`config.mk`:
```
export PLATFORM = sky130hd
export DESIGN_NAME = tile_game_ctrl
export DESIGN_NICKNAME = d
export VERILOG_FILES = /design/src/rtl/tile_flip_pkg.sv /design/src/rtl/tile_game_ctrl_show_timer.sv /design/src/rtl/tile_game_ctrl.sv
export SDC_FILE = /design/constraint.sdc
export NUM_CORES = 1
export LEC_CHECK = 0
export ABC_AREA = 1
export CAP_MARGIN = 10
export CORE_MARGIN = 1.5
export CORE_UTILIZATION = 56
export CTS_CLUSTER_SIZE = 20
export DETAILED_ROUTE_END_ITERATION = 6
export PLACE_DENSITY = 0.87
export SYNTH_ARGS = -nofsm -noshare
export SYNTH_HDL_FRONTEND = slang
export SYNTH_HIERARCHICAL = 1
export SYNTH_SLANG_ARGS = --single-unit
```
`constraint.sdc`:
```
create_clock -name clk -period 5.3 [get_ports clk]
set_input_delay 1.06 -clock clk [delete_from_list [all_inputs] [get_ports clk]]
set_output_delay 1.06 -clock clk [all_outputs]
set_load 0.005 [all_outputs]
```
`src/rtl/tile_flip_pkg.sv`:
```
// Shared definitions for the Tile Flip game sequencer: board geometry,
// state encoding and the tile value extractor.
package tile_flip_pkg;

    localparam int NUM_TILES  = 16;
    localparam int VAL_W      = 3;
    localparam int NUM_LEVELS = 4;
    localparam int IDX_W      = $clog2(NUM_TILES);
    localparam int LVL_W      = $clog2(NUM_LEVELS);
    localparam int SETUP_W    = NUM_TILES * VAL_W;
    localparam int MOVES_W    = 8;

    localparam logic [2:0] ST_IDLE        = 3'd0;
    localparam logic [2:0] ST_LOAD        = 3'd1;
    localparam logic [2:0] ST_WAIT_FIRST  = 3'd2;
    localparam logic [2:0] ST_WAIT_SECOND = 3'd3;
    localparam logic [2:0] ST_COMPARE     = 3'd4;
    localparam logic [2:0] ST_SHOW        = 3'd5;
    localparam logic [2:0] ST_LEVEL_CHK   = 3'd6;
    localparam logic [2:0] ST_GAME_DONE   = 3'd7;

    typedef enum logic [2:0] {
        S_IDLE        = ST_IDLE,
        S_LOAD        = ST_LOAD,
        S_WAIT_FIRST  = ST_WAIT_FIRST,
        S_WAIT_SECOND = ST_WAIT_SECOND,
        S_COMPARE     = ST_COMPARE,
        S_SHOW        = ST_SHOW,
        S_LEVEL_CHK   = ST_LEVEL_CHK,
        S_GAME_DONE   = ST_GAME_DONE
    } state_t;

    // Value of tile idx within the packed board word.
    function automatic logic [VAL_W-1:0] tile_val(input logic [SETUP_W-1:0] setup,
                                                  input logic [IDX_W-1:0]   idx);
        int base;
        base = VAL_W * int'(idx);
        return setup[base +: VAL_W];
    endfunction

endpackage

```
`src/rtl/tile_game_ctrl_show_timer.sv`:
```
// Count-down timer that keeps a mismatched pair face-up. Loaded with
// MAX_COUNT, it counts down while enabled; expire marks the final cycle
// of the hold window, so the window lasts exactly MAX_COUNT enabled cycles.
module show_timer #(
    parameter  int MAX_COUNT = 8,
    localparam int CNT_W     = $clog2(MAX_COUNT + 1)
) (
    input  logic clk,
    input  logic reset,
    input  logic load,
    input  logic en,
    output logic expire
);

    logic [CNT_W-1:0] count;

    // Load the hold length, then decrement once per enabled cycle down to zero.
    always_ff @(posedge clk or posedge reset) begin
        if (reset) begin
            count <= '0;
        end else if (load) begin
            count <= CNT_W'(MAX_COUNT);
        end else if (en && (count != '0)) begin
            count <= count - CNT_W'(1);
        end
    end

    assign expire = (count == CNT_W'(1));

endmodule

```
`src/rtl/tile_game_ctrl.sv`:
```
// Tile Flip game sequencer: selects the level, takes player selections in
// pairs, compares tile values, tracks matched tiles and move count, and
// steps through the levels until the game is complete.
module tile_game_ctrl
    import tile_flip_pkg::*;
#(
    parameter int SHOW_CYCLES = 8
) (
    input  logic                 clk,
    input  logic                 reset,
    input  logic                 start,
    input  logic                 sel_valid,
    input  logic [IDX_W-1:0]     sel_idx,
    input  logic [SETUP_W-1:0]   tile_setup,
    output logic [LVL_W-1:0]     level,
    output logic                 sel_ready,
    output logic [NUM_TILES-1:0] revealed,
    output logic [NUM_TILES-1:0] matched,
    output logic [MOVES_W-1:0]   moves,
    output logic                 level_done,
    output logic                 game_done
);

    localparam logic [LVL_W-1:0] LAST_LEVEL = LVL_W'(NUM_LEVELS - 1);

    state_t           state;
    logic             load_wait;
    logic [IDX_W-1:0] first_idx;
    logic [IDX_W-1:0] second_idx;
    logic             vals_equal;
    logic             accept;
    logic             all_matched;
    logic             timer_load;
    logic             timer_en;
    logic             timer_expire;

    assign accept      = sel_valid && sel_ready;
    assign all_matched = &matched;
    assign vals_equal  = (tile_val(tile_setup, first_idx) == tile_val(tile_setup, second_idx));
    assign timer_load  = (state == S_COMPARE) && !vals_equal;
    assign timer_en    = (state == S_SHOW);

    show_timer #(
        .MAX_COUNT (SHOW_CYCLES)
    ) u_show_timer (
        .clk    (clk),
        .reset  (reset),
        .load   (timer_load),
        .en     (timer_en),
        .expire (timer_expire)
    );

    // Game sequencer: state, board masks, move counter and status flags.
    always_ff @(posedge clk or posedge reset) begin
        if (reset) begin
            state      <= S_IDLE;
            level      <= '0;
            sel_ready  <= 1'b0;
            revealed   <= '0;
            matched    <= '0;
            moves      <= '0;
            level_done <= 1'b0;
            game_done  <= 1'b0;
            load_wait  <= 1'b0;
            first_idx  <= '0;
            second_idx <= '0;
        end else begin
            level_done <= 1'b0;
            unique case (state)
                S_IDLE: begin
                    if (start) begin
                        level     <= '0;
                        load_wait <= 1'b0;
                        state     <= S_LOAD;
                    end
                end
                S_LOAD: begin
                    // Two cycles so the registered tile_setup follows the new level.
                    matched  <= '0;
                    revealed <= '0;
                    moves    <= '0;
                    if (load_wait) begin
                        load_wait <= 1'b0;
                        sel_ready <= 1'b1;
                        state     <= S_WAIT_FIRST;
                    end else begin
                        load_wait <= 1'b1;
                    end
                end
                S_WAIT_FIRST: begin
                    if (accept && !matched[sel_idx]) begin
                        revealed[sel_idx] <= 1'b1;
                        first_idx         <= sel_idx;
                        state             <= S_WAIT_SECOND;
                    end
                end
                S_WAIT_SECOND: begin
                    if (accept && !matched[sel_idx] && (sel_idx != first_idx)) begin
                        revealed[sel_idx] <= 1'b1;
                        second_idx        <= sel_idx;
                        sel_ready         <= 1'b0;
                        state             <= S_COMPARE;
                    end
                end
                S_COMPARE: begin
                    if (moves != '1) begin
                        moves <= moves + MOVES_W'(1);
                    end
                    if (vals_equal) begin
                        matched  <= matched | revealed;
                        revealed <= '0;
                        state    <= S_LEVEL_CHK;
                    end else begin
                        state <= S_SHOW;
                    end
                end
                S_SHOW: begin
                    if (timer_expire) begin
                        revealed  <= '0;
                        sel_ready <= 1'b1;
                        state     <= S_WAIT_FIRST;
                    end
                end
                S_LEVEL_CHK: begin
                    if (!all_matched) begin
                        sel_ready <= 1'b1;
                        state     <= S_WAIT_FIRST;
                    end else begin
                        level_done <= 1'b1;
                        if (level == LAST_LEVEL) begin
                            game_done <= 1'b1;
                            state     <= S_GAME_DONE;
                        end else begin
                            level     <= level + LVL_W'(1);
                            load_wait <= 1'b0;
                            state     <= S_LOAD;
                        end
                    end
                end
                S_GAME_DONE: begin
                    if (start) begin
                        game_done <= 1'b0;
                        level     <= '0;
                        load_wait <= 1'b0;
                        state     <= S_LOAD;
                    end
                end
                default: begin
                    state <= S_IDLE;
                end
            endcase
        end
    end

endmodule

```
==> summary.txt, run 1 <==
Setup path
  – Critical Path AT: between 3 and 4 ns
  – CP bufs+invs: 2
  – CP top delay family: simple AND/OR/NAND/NOR gates
  – CP Max Fanout: 17
  – Reg2reg path depth: 12
  – Most frequent CP cell: nand2_1
  – Reg-to-Reg Start: second_idx[0]
  – R2r endpoint: matched[9]
  – Element type at the critical path start: input port
  – Crit path cell chain: clkdlybuf4s50_1 > inv_1 > nand2_1 > nand2_1 > nand2_1 > nand2_1 > nand2_1 > nand2_1 > nor2_1 > nand2_1 > nand2_2 > nand2_4 > nor2_8 > nand2_4 > nand2_1 > nand2_1
  – Worst R2R Setup Slack: 2.28 ns
  – CP required: 5.53 ns
  – Max incr delay on CP: 0.78 ns
  – Worst path slowest cell: clkdlybuf4s50_1
  – Crit Path Category: input port to flip-flop
  – CP endpoint kind: flip-flop

Global routing
  – Grt ovf: 0
  – All-Layer GR Usage: 0.317
  – Vias in the first global route: 4,958
  – M1 GR Usage: 0.394
  – GRT busiest layer: met2
  – Met2 Use GR: 0.523
  – Largest net degree at the start of global routing: 58
  – Initial antenna violation count: 0
  – First-pass GRT wire length: 22,400 microns
  – Met3 Usage GRT: 0.0596

STA
  – Max Clk Rate: 308 MHz
  – Clock skew: 0.0107 ns
  – Relative max-transition margin: 0.236
  – Unrepaired setup endpoints after global routing: no
  – Worst-Margin Slew: 1.15 ns
  – Worst hold slack: ~0.51 ns
  – Post-layout min period: 3.25 ns
  – Final hold vios: 0
  – Setup violators final: 0
  – Final Max Tran Viols: 0
  – Final Cycle Share: 0.613
  – Setup TNS: 0 ns

Die
  – Rows: 33
  – Starting Density: 0.576
  – Chip width: 95.0 microns
  – Die Area: 0.00902 sq mm
  – Die H: 95.0 microns
  – Core Region: 0.00822 sq mm
  – # IOs: 101

Detailed routing
  – DRC: 0
  – Post-Route WL: about 14,000 microns
  – Vias post-DR: around 5,300
  – Vias/cell: between 5 and 6
  – Antenna viol nets, final: 0
  – DR WL/cell: ~15 microns
  – DR pass1 iterations: 5
  – Initial DRC Count: between 400 and 500

Clock network
  – CTS H-tree lvls: 3
  – Clock root buffer: clkbuf_8
  – Worst-skew pair later-pin latency: 0.35 ns
  – Post-cts resize count: 0
  – Reg clk slew, reported paths: roughly 0.060 ns
  – Post-CTS Setup Inserts: 0
  – Clock net sink count: around 60
  – TritonCTS clock tree: yes
  – Hold_buf cts: 0
  – CTS buffer count: 9
  – Longest Clk Path Bufs: 2

Logic synthesis
  – Number of flops mapped to enable cells by yosys: 0
  – Synth cell types: 40
  – Number of synthesized register bits: 61
  – Post-synth top cells: nand2_1 (238), nand3_1 (108), inv_1 (90)
  – Syn Inst Count: around 740
  – Yosys top cell by area: dfrtp_1
  – Post-Syn Nets: 799
  – Mapped Avg Cell Area: 6.43 sq um
  – Top-area cell type share of the netlist area: 0.322
  – Top FF cell, synth: dfrtp_1
  – Most frequent cell after synthesis: nand2_1
  – Sequential share of the synthesized area: 0.322
  – Ranking of synthesized cells by area: dfrtp_1 (32%), nand2_1 (19%), nand3_1 (11%), inv_1 (7.1%), nor2_1 (5.2%)
  – Asr flop ratio synth: 1.00
  – Synthesized area: 0.00473 sq mm
  – Yosys warning total: 6

Layout
  – N_diodes: 0
  – Final net count: approximately 890
  – Layout cells sized above 1: 0.0714
  – Design area: 0.00587 sq mm
  – Layout area overhead: 24.0%

Place
  – Post-DP Area: approximately 0.0057 sq mm
  – Port Buf Inserts: 100
  – Final GP Congestion: slightly below 1
  – HPWL Detailed: 9850 microns

Outcome
  – Outcome: complete, no violations

Power
  – Leak Pwr: 2.92 nW
  – Final Total Pwr: around 2.8 mW
  – Cell area power density: 484 mW/mm^2
  – VDD IR max: around 350 uV

Hold path
  – Hold depth: 1
  – Hold Path End: moves[7]
  – HP Class: flip-flop to flip-flop
  – Hold path start: moves[7]

Job
  – Max Cap Viol: 0
==> placed cells by master (no fill, tap or decap), types with 2 or more instances in the layout <==
cell type,Yosys,layout
nand2_1,238,238
a21oi_1,28,28
inv_1,90,89
nor2_1,65,65
nor4_1,2,2
dfrtp_1,61,61
nor3_1,6,6
o211ai_2,3,3
nand3_2,3,3
inv_2,9,10
o211ai_1,14,14
o21ai_1,4,4
or2_1,2,2
nand2_4,5,5
nor2_2,3,3
nand2_2,17,17
buf_4,6,2
clkbuf_1,3,3
ha_1,7,7
clkbuf_8,0,11
o21ai_0,20,20
xnor2_1,4,4
nand4_1,7,7
nand3_1,108,108
clkdlybuf4s50_1,0,100
==> layer usage <==
layer,wire (microns),share of wire,up-vias
met3,1190,0.087,51
met2,6440,0.47,292
met5,0,0,-
li1,-,-,2520
met4,544,0.039,0
met1,5600,0.41,2398
==> cell type report <==
class | instances | area [sq um]
multi-input combinational | 547 | 2630
fill | 666 | 2340
sequential | 61 | 1530
timing repair buffer | 102 | 1020
inverter | 101 | 382
clock buffer | 14 | 163
tap | 105 | 131
clock inverter | 1 | 30.0
==> state kept, by name (all words and copies together) (netlist names) <==
register / flops
level_done: 1
state: 3
level: 2
u_show_timer/count: 4
revealed: 16
load_wait: 1
matched: 16
moves: 8
game_done: 1
sel_ready: 1
first_idx: 4
second_idx: 4
==> per-stage QoR <==
stage               std cells  worst slack, ns   util
floorplan                 736             2.81      -
global placement          916             1.95  0.691
detailed placement        916             1.78  0.691
CTS                       931             2.11  0.715
global route              931             1.85  0.715
finish                    931             2.05  0.715
==> cells by family after synthesis <==
group,Yosys count,share of synthesized area
AO/OA/AOI/OAI,74,0.0936
XOR/XNOR,5,0.00925
adder cells (fa/ha/maj),7,0.0185
buffers and inverters,128,0.123
flip-flops,61,0.322
AND/OR/NAND/NOR,461,0.433
==> worst max-delay path by stage <==
stage / cells after the start / startpoint / slack, ns / to
3_5_place_dp: 16 / sel_idx[0] / 1.78 / revealed[13]
3_3_place_gp: 16 / sel_idx[0] / 1.95 / revealed[14]
5_1_grt: 16 / sel_idx[0] / 1.85 / revealed[13]
6_report: 16 / sel_idx[0] / 2.05 / revealed[13]
4_1_cts: 16 / sel_idx[0] / 2.11 / revealed[13]
2_1_floorplan: 16 / tile_setup[2] / 2.81 / u_show_timer/count[3]
==> report_power, final <==
group          total [mW]  switching [mW]  internal, mW
logic                1.59           0.973         0.613
registers           0.847           0.245         0.602
clock network       0.412           0.171         0.241
(Power assumes the default switching activity.)
==> inputs of run 2 (changes only) <==
- CORE_UTILIZATION: 56 -> 47
- PLACE_DENSITY: 0.87 -> 0.78
- clock period: 5.3 -> 2.65 ns (I/O delays scaled with it)
==> run 2 against run 1 <==
Compared with the run above: non-clock buffer count increased by 18; combinational power up 120%; sequential share of layout area decreased by 0.83 points; via count shrank 0.97%; power rose by 110%; first-iteration DRC count shrank 33%; global-route usage decreased by 4.1 points; clock skew rose by 0.0031 ns; cell count rose by 4.9%; sequential power rose by 90%; critical endpoint unchanged; worst setup slack got worse by 1.7 ns.
==> summary.txt, run 2 (synthesized netlist as in run 1, its figures left out) <==
Outcome
  – Outcome: complete, no violations

STA
  – Final Max Tran Viols: 0 (unchanged)
  – Relative max-transition margin: 0.554 (+0.317)
  – Clock skew: 0.0139 ns (+0.00312 ns)
  – Unrepaired setup endpoints after global routing: no
  – Post-layout min period: 2.33 ns
  – Worst-Margin Slew: 0.662 ns (-0.483 ns)
  – Max Clk Rate: 430 MHz
  – Final Cycle Share: 0.878
  – Setup violators final: 0 (unchanged)
  – Setup TNS: 0 ns (unchanged)
  – Final hold vios: 0 (unchanged)

Hold path
  – HP Class: input port to async pin

Global routing
  – Met3 Usage GRT: 0.0444 (-0.0152)
  – Met2 Use GR: 0.467 (-0.0566)
  – All-Layer GR Usage: 0.276 (-0.0411)
  – GRT busiest layer: met2
  – Grt ovf: 0 (unchanged)
  – Largest net degree at the start of global routing: 38 (-34%)
  – First-pass GRT wire length: 23,200 microns (+3.3%)
  – M1 GR Usage: 0.355 (-0.0390)
  – Initial antenna violation count: 0 (unchanged)
  – Vias in the first global route: 5,084 (+2.5%)

Detailed routing
  – Vias post-DR: 5,210 (-0.97%)
  – DR WL/cell: 14.6 microns (-1.1%)
  – Antenna viol nets, final: 0 (unchanged)
  – Vias/cell: 5.33 (-5.6%)
  – DRC: 0 (unchanged)
  – Post-Route WL: 14,300 microns (+3.8%)
  – Initial DRC Count: 332 (-33%)
  – DR pass1 iterations: 5 (unchanged)

Place
  – Final GP Congestion: 0.938 (-2.4%)
  – HPWL Detailed: 10,500 microns (+6.1%)
  – Port Buf Inserts: 100 (unchanged)
  – Post-DP Area: 0.00588 sq mm (+3.4%)

Setup path
  – CP endpoint kind: flip-flop
  – Worst path slowest cell: clkdlybuf4s50_1
  – Max incr delay on CP: 0.66 ns (-0.12 ns)
  – Crit path cell chain: clkdlybuf4s50_1 > buf_4 > nor2_2 > nand2_1 > o21ai_1 > nor2_1 > nor2_1 > nor2_1 > nand2_1 > nand2_2 > nand2_4 > nor2_8 > nand2_4 > nand2_1 > nand2_1
  – CP required: 2.89 ns (-2.64 ns)
  – Critical Path AT: 2.56 ns (-0.92 ns)
  – Crit path depth: 15 (-1)
  – CP top delay family: simple AND/OR/NAND/NOR gates
  – Element type at the critical path start: input port
  – CP Capture Point: revealed[13]
  – Crit Path Category: input port to flip-flop
  – CP bufs+invs: 2 (unchanged)
  – CP Max Fanout: 16 (-1)
  – Reg-to-Reg Start: first_idx[0]
  – CP Launch Point: sel_idx[0]
  – Worst R2R Setup Slack: 0.42 ns (-1.86 ns)
  – R2r endpoint: u_show_timer/count[3]
  – Reg2reg path depth: 16 (+4)
  – Most frequent CP cell: nand2_1

Layout
  – Commonest non-fill, non-tap cell in the layout: nand2_1
  – Layout cells sized above 1: 0.0936 (+0.0222)
  – Layout area overhead: 28.1%
  – Design area: 0.00607 sq mm (+3.3%)
  – Storage cell area: 0.00153 sq mm (unchanged)
  – Final net count: 903 (+2.0%)
  – Most frequent cells in the layout: nand2_1 (238), nand3_1 (108), clkdlybuf4s50_1 (100), inv_1 (89), nor2_1 (65)
  – Filler instances: 940 (+41%)
  – N_diodes: 0 (unchanged)
  – Largest registers: matched: 16 flops, revealed: 16 flops, moves: 8 flops
  – Multi-input gate area: 0.00263 sq mm (unchanged)

Die
  – # IOs: 101 (unchanged)
  – Rows: 36 (+9.1%)
  – Die Area: 0.0107 sq mm (+19%)
  – Chip width: 103 microns (+8.9%)
  – Die H: 103 microns (+8.9%)
  – Starting Density: 0.484 (-0.0918)
  – Core Region: 0.00977 sq mm (+19%)

Clock network
  – Post-cts resize count: 0 (unchanged)
  – TritonCTS clock tree: yes
  – Reg clk slew, reported paths: 0.07 ns (about the same)
  – Longest Clk Path Bufs: 2 (unchanged)
  – Clock root buffer: clkbuf_8
  – Post-CTS Setup Inserts: 0 (unchanged)
  – Hold_buf cts: 0 (unchanged)
  – Worst-skew pair later-pin latency: 0.35 ns (about the same)
  – CTS H-tree lvls: 3 (unchanged)
  – CTS buffer count: 9 (unchanged)
  – Clock net sink count: 61 (unchanged)

Power
  – Leak Pwr: 3.02 nW (+3.4%)
  – VDD IR max: 472 uV (+36%)
  – Cell area power density: 964 mW/mm^2 (+99%)

Job
  – Max Cap Viol: 0 (unchanged)
run 2: cell count changes in the layout (fill, tap and decap cells not counted):
cell | before | now
clkinv_2 | 0 | 2
buf_4 | 2 | 18
clkinv_4 | 0 | 1
clkbuf_8 | 11 | 10
clkbuf_1 | 3 | 1
buf_12 | 0 | 2
run 2: final cells by class:
cell class,instances,share of cell area
flip-flops and latches,61,0.252
inverters,101,0.0629
well taps,133,0.0274
repair buffers,120,0.194
clock buffers,11,0.0233
clock inverters,4,0.00804
multi-input cells,547,0.433
run 2: worst reg2reg max path: stages (launching register included):
cell     delay (ns)
dfrtp_1        0.59
buf_4          0.30
nand2_1        0.08
nand3_1        0.09
nand3_1        0.11
nand2_1        0.10
nand2_1        0.06
nand2_1        0.06
nand2_1        0.06
nand2_2        0.09
nand3_2        0.10
nand2_4        0.10
inv_1          0.09
inv_4          0.10
nand2_4        0.08
nand2_1        0.08
nand2_1        0.05
run 2: worst min-delay path by stage:
stage	startpoint	endpoint	slack, ns	cells past startpoint
CTS	reset	u_show_timer/count[0]	0.41	2
finish	reset	u_show_timer/count[3]	0.41	2
floorplan	reset	u_show_timer/count[0]	0.30	1
global placement	moves[7]	moves[7]	0.48	1
global route	reset	u_show_timer/count[0]	0.45	2
detailed placement	moves[7]	moves[7]	0.48	1
run 2: per-stage QoR:
stage	setup WS (ns)	cells	util	total power [mW]	hold WS (ns)
6_report	0.325	977	0.621	5.85	0.410
5_1_grt	0.126	977	0.621	6.33	0.447
3_3_place_gp	0.0843	962	0.601	4.90	0.481
2_1_floorplan	0.634	736	-	4.01	0.296
3_5_place_dp	-0.0180	962	0.601	4.99	0.484
4_1_cts	0.345	977	0.621	5.82	0.412
run 2: routing by layer:
layer | part of all wire | vias to the layer above
met4 | 0.022 | 0
met3 | 0.070 | 29
met1 | 0.44 | 2416
li1 | - | 2555
met5 | 0 | -
met2 | 0.46 | 210
run 2: power breakdown:
part	switching [mW]	internal, mW	leakage [nW]
Clock	0.361	0.453	0.0992
Combinational	2.07	1.35	2.10
Sequential	0.404	1.21	0.820
Total	2.84	3.01	3.02
==> inputs of run 3 (changes only) <==
- ABC_AREA: 1 -> default
- CORE_ASPECT_RATIO: default -> 1.75
- CORE_MARGIN: 1.5 -> 2
- CORE_UTILIZATION: 47 -> 46
==> run 3 against run 2 <==
Compared with the run above: the run now ends with setup timing left; first-iteration DRC count increased by 9.3%; cell count decreased by 35%; core utilization increased by 6.9 points; wire length decreased by 9.2%; critical path depth decreased by 8; largest power group unchanged; clock skew decreased by 0.0030 ns; synthesized cell count decreased by 49%; maximum frequency decreased by 17%; die area decreased by 7.6%; critical path type is now flip-flop to flip-flop; worst setup slack got worse by 0.48 ns; sequential cell count unchanged; register-to-register slack got worse by 0.57 ns; critical endpoint is now state[1].
==> summary.txt, run 3 <==
STA
  – Max Clk Rate: 357 MHz (-17%)
  – Final Cycle Share: 1.06 (+0.180)
  – Final hold vios: 0 (unchanged)
  – Setup violators final: 36 (+36)
  – Worst-Margin Slew: 0.847 ns (+0.185 ns)
  – Relative max-transition margin: 0.435 (-0.119)
  – Final Max Tran Viols: 0 (unchanged)
  – Unrepaired setup endpoints after global routing: yes
  – Clock skew: 0.0109 ns (-0.00298 ns)
  – Post-layout min period: 2.80 ns (+0.478 ns)
  – Final worst setup slack: -0.153 ns (-0.478 ns)

Logic synthesis
  – Yosys top cell by area: dfrtp_1
  – Post-synthesis mux area share: 0.217 (+0.217)
  – Ranking of synthesized cells by area: dfrtp_1 (37%), mux4_2 (15%), nor2_1 (4.1%), mux2i_1 (3.8%), a2bb2oi_2 (3.2%)
  – Most frequent cell after synthesis: dfrtp_1
  – Syn Inst Count: 377 (-49%)
  – Asr flop ratio synth: 1.00 (unchanged)
  – Synth Area in Simple Gates: 0.132 (-0.301)
  – Synth cell types: 56 (+40%)
  – Synth Area in Compound Gates: 0.192 (+0.0982)
  – Largest family of logic cells by synthesized area: multiplexers
  – Number of synthesized register bits: 61 (unchanged)
  – Number of flops mapped to enable cells by yosys: 0 (unchanged)
  – Post-Syn Nets: 440 (-45%)
  – Post-synth top cells: dfrtp_1 (61), nor2_1 (45), mux4_2 (28)
  – XOR/XNOR share of the synthesized area: 0.0252 (+0.0160)
  – Yosys warning total: 6 (unchanged)
  – Top-area cell type share of the netlist area: 0.366 (+0.0437)
  – Synthesized area: 0.00417 sq mm (-12%)
  – Top FF cell, synth: dfrtp_1
  – Post-synthesis adder-cell area fraction: 0.0210 (+0.00251)
  – Mapped Avg Cell Area: 11.1 sq um (+72%)
  – Sequential share of the synthesized area: 0.366 (+0.0437)

Job
  – Max Cap Viol: 0 (unchanged)

Global routing
  – Met3 Usage GRT: 0.0436 (-0.000786)
  – Grt ovf: 0 (unchanged)
  – Vias in the first global route: 4,115 (-19%)
  – Initial antenna violation count: 0 (unchanged)
  – First-pass GRT wire length: 20,500 microns (-12%)
  – M1 GR Usage: 0.274 (-0.0804)
  – GRT busiest layer: met2
  – Largest net degree at the start of global routing: 41 (+7.9%)
  – Met2 Use GR: 0.500 (+0.0334)
  – All-Layer GR Usage: 0.266 (-0.00991)

Die
  – Core Region: 0.00892 sq mm (-8.7%)
  – Die H: 130 microns (+26%)
  – Rows: 46 (+28%)
  – Starting Density: 0.467 (-0.0171)
  – Chip width: 76.0 microns (-27%)
  – # IOs: 101 (unchanged)
  – Die Area: 0.00987 sq mm (-7.6%)

Setup path
  – Critical Path AT: 3.04 ns (+0.48 ns)
  – CP endpoint kind: flip-flop
  – CP Max Fanout: 10 (-6)
  – Worst path slowest cell: mux4_2
  – CP required: 2.89 ns (about the same)
  – Crit path cell chain: mux4_2 > mux4_2 > nand3b_4 > a211o_4 > bufbuf_16 > o21a_1 > o31ai_2
  – Element type at the critical path start: flip-flop
  – Crit Path Category: flip-flop to flip-flop
  – Most frequent CP cell: mux4_2
  – Max incr delay on CP: 0.53 ns (-0.13 ns)

Layout
  – Final net count: 575 (-36%)
  – Layout area overhead: 47.5%
  – Layout cells sized above 1: 0.308 (+0.214)
  – Design area: 0.00615 sq mm (+1.4%)
  – N_diodes: 0 (unchanged)
  – Multi-input gate area: 0.00259 sq mm (-1.3%)
  – Most frequent cells in the layout: clkdlybuf4s50_1 (82), dfrtp_1 (60), nor2_1 (44), buf_4 (40), mux4_2 (28)
  – Filler instances: 630 (-33%)
  – Commonest non-fill, non-tap cell in the layout: clkdlybuf4s50_1
  – Largest registers: matched: 16 flops, revealed: 16 flops, moves: 8 flops
  – Storage cell area: 0.00153 sq mm (about the same)

Detailed routing
  – Vias post-DR: 3,874 (-26%)
  – Vias/cell: 6.08 (+14%)
  – DR WL/cell: 20.4 microns (+39%)
  – Initial DRC Count: 363 (+9.3%)
  – DR pass1 iterations: 5 (unchanged)
  – DRC: 0 (unchanged)
  – Antenna viol nets, final: 0 (unchanged)
  – Post-Route WL: 13,000 microns (-9.2%)

Power
  – Leak Pwr: 2.57 nW (-15%)
  – VDD IR max: 689 uV (+46%)
  – Cell area power density: 1150 mW/mm^2 (+20%)
  – Final Total Pwr: 7.09 mW (+21%)

Clock network
  – Longest Clk Path Bufs: 2 (unchanged)
  – TritonCTS clock tree: yes
  – CTS buffer count: 9 (unchanged)
  – Clock root buffer: clkbuf_16
  – Worst-skew pair later-pin latency: 0.34 ns (about the same)
  – CTS H-tree lvls: 3 (unchanged)
  – Clock net sink count: 61 (unchanged)
  – Reg clk slew, reported paths: 0.06 ns (about the same)

Hold path
  – HP Class: input port to async pin

Place
  – Final GP Congestion: 0.914 (-2.5%)
  – Port Buf Inserts: 100 (unchanged)
  – HPWL Detailed: 9340 microns (-11%)
  – Post-DP Area: 0.00562 sq mm (-4.4%)

Outcome
  – Outcome: finished, violations left
  – Violated checks: setup timing
[run 3: cell types whose count changed in the layout (fill, tap and decap cells not counted), moves of 16 or more]
cell,delta
clkdlybuf4s50_1,-18
nand3_1,-102
buf_4,+22
nor2_1,-21
a211oi_2,+17
mux2i_1,+16
inv_1,-81
nand2_1,-212
a2bb2oi_2,+16
dlygate4sd2_1,+17
mux4_2,+28
nand2_2,-17
[run 3: what timing repair did]
action,in CTS,in global routing
hold buffers,0,0
setup endpoints to repair,48,44
resized for setup,39,8
cloned,3,0
pin swaps,17,5
endpoints found under the hold margin,0,0
buffers inserted,2,1
[run 3: worst max-delay path: cells and delay by family (launching register included)]
family / cells / cell delay (ns)
flops: 1 / 0.46
compound gates: 3 / 0.74
mux: 2 / 1.03
simple gates: 1 / 0.18
buf+inv: 1 / 0.29
[run 3: cell type report]
class | instances | share of cell area
well taps | 120 | 0.0244
clock inverters | 6 | 0.0153
multi-input cells | 278 | 0.421
flip-flops and latches | 61 | 0.248
repair buffers | 151 | 0.245
inverters | 11 | 0.00672
clock buffers | 10 | 0.0389
[run 3: cells by family after synthesis]
| kind of cell | count (synthesis) |
|---|---|
| AO/OA/AOI/OAI | 93 |
| XOR/XNOR | 12 |
| adder cells (fa/ha/maj) | 7 |
| buffers and inverters | 38 |
| flip-flops | 61 |
| multiplexers | 54 |
| AND/OR/NAND/NOR | 112 |
[run 3: report_power, final]
part           internal, mW  switching (mW)
registers              1.14           0.299
clock network         0.857           0.460
logic                  2.28            2.06
total                  4.27            2.82
[run 3: per-stage QoR]
stage          TNS, ns  utilization  setup WS, ns  hold WS (ns)  instances
6_report         -2.52        0.689        -0.153         0.425        637
5_1_grt          -6.40        0.689        -0.262         0.440        637
4_1_cts          -4.06        0.688        -0.159         0.424        637
3_5_place_dp    -28.93        0.629        -0.800         0.526        616
3_3_place_gp    -25.41        0.629        -0.690         0.519        616
2_1_floorplan   -0.581            -       -0.0705         0.296        377
[run 3: per-layer routing]
metal / wire length [microns] / share of wire
met1: 4590 / 0.35
met2: 7100 / 0.55
met3: 648 / 0.050
met4: 638 / 0.049
met5: 0 / 0
[run 3: worst paths after layout]
check                           slack [ns]  depth (start not counted)                    end    startpoint
worst min register to register        0.54                          2              sel_ready     sel_ready
worst max-delay path                 -0.15                          7               state[1]  first_idx[0]
worst max register to register       -0.15                          7               state[1]  first_idx[0]
min in group clk                      0.54                          2              sel_ready     sel_ready
max in group asynchronous             1.55                          3             matched[5]         reset
worst min-delay path                  0.42                          2  u_show_timer/count[0]         reset
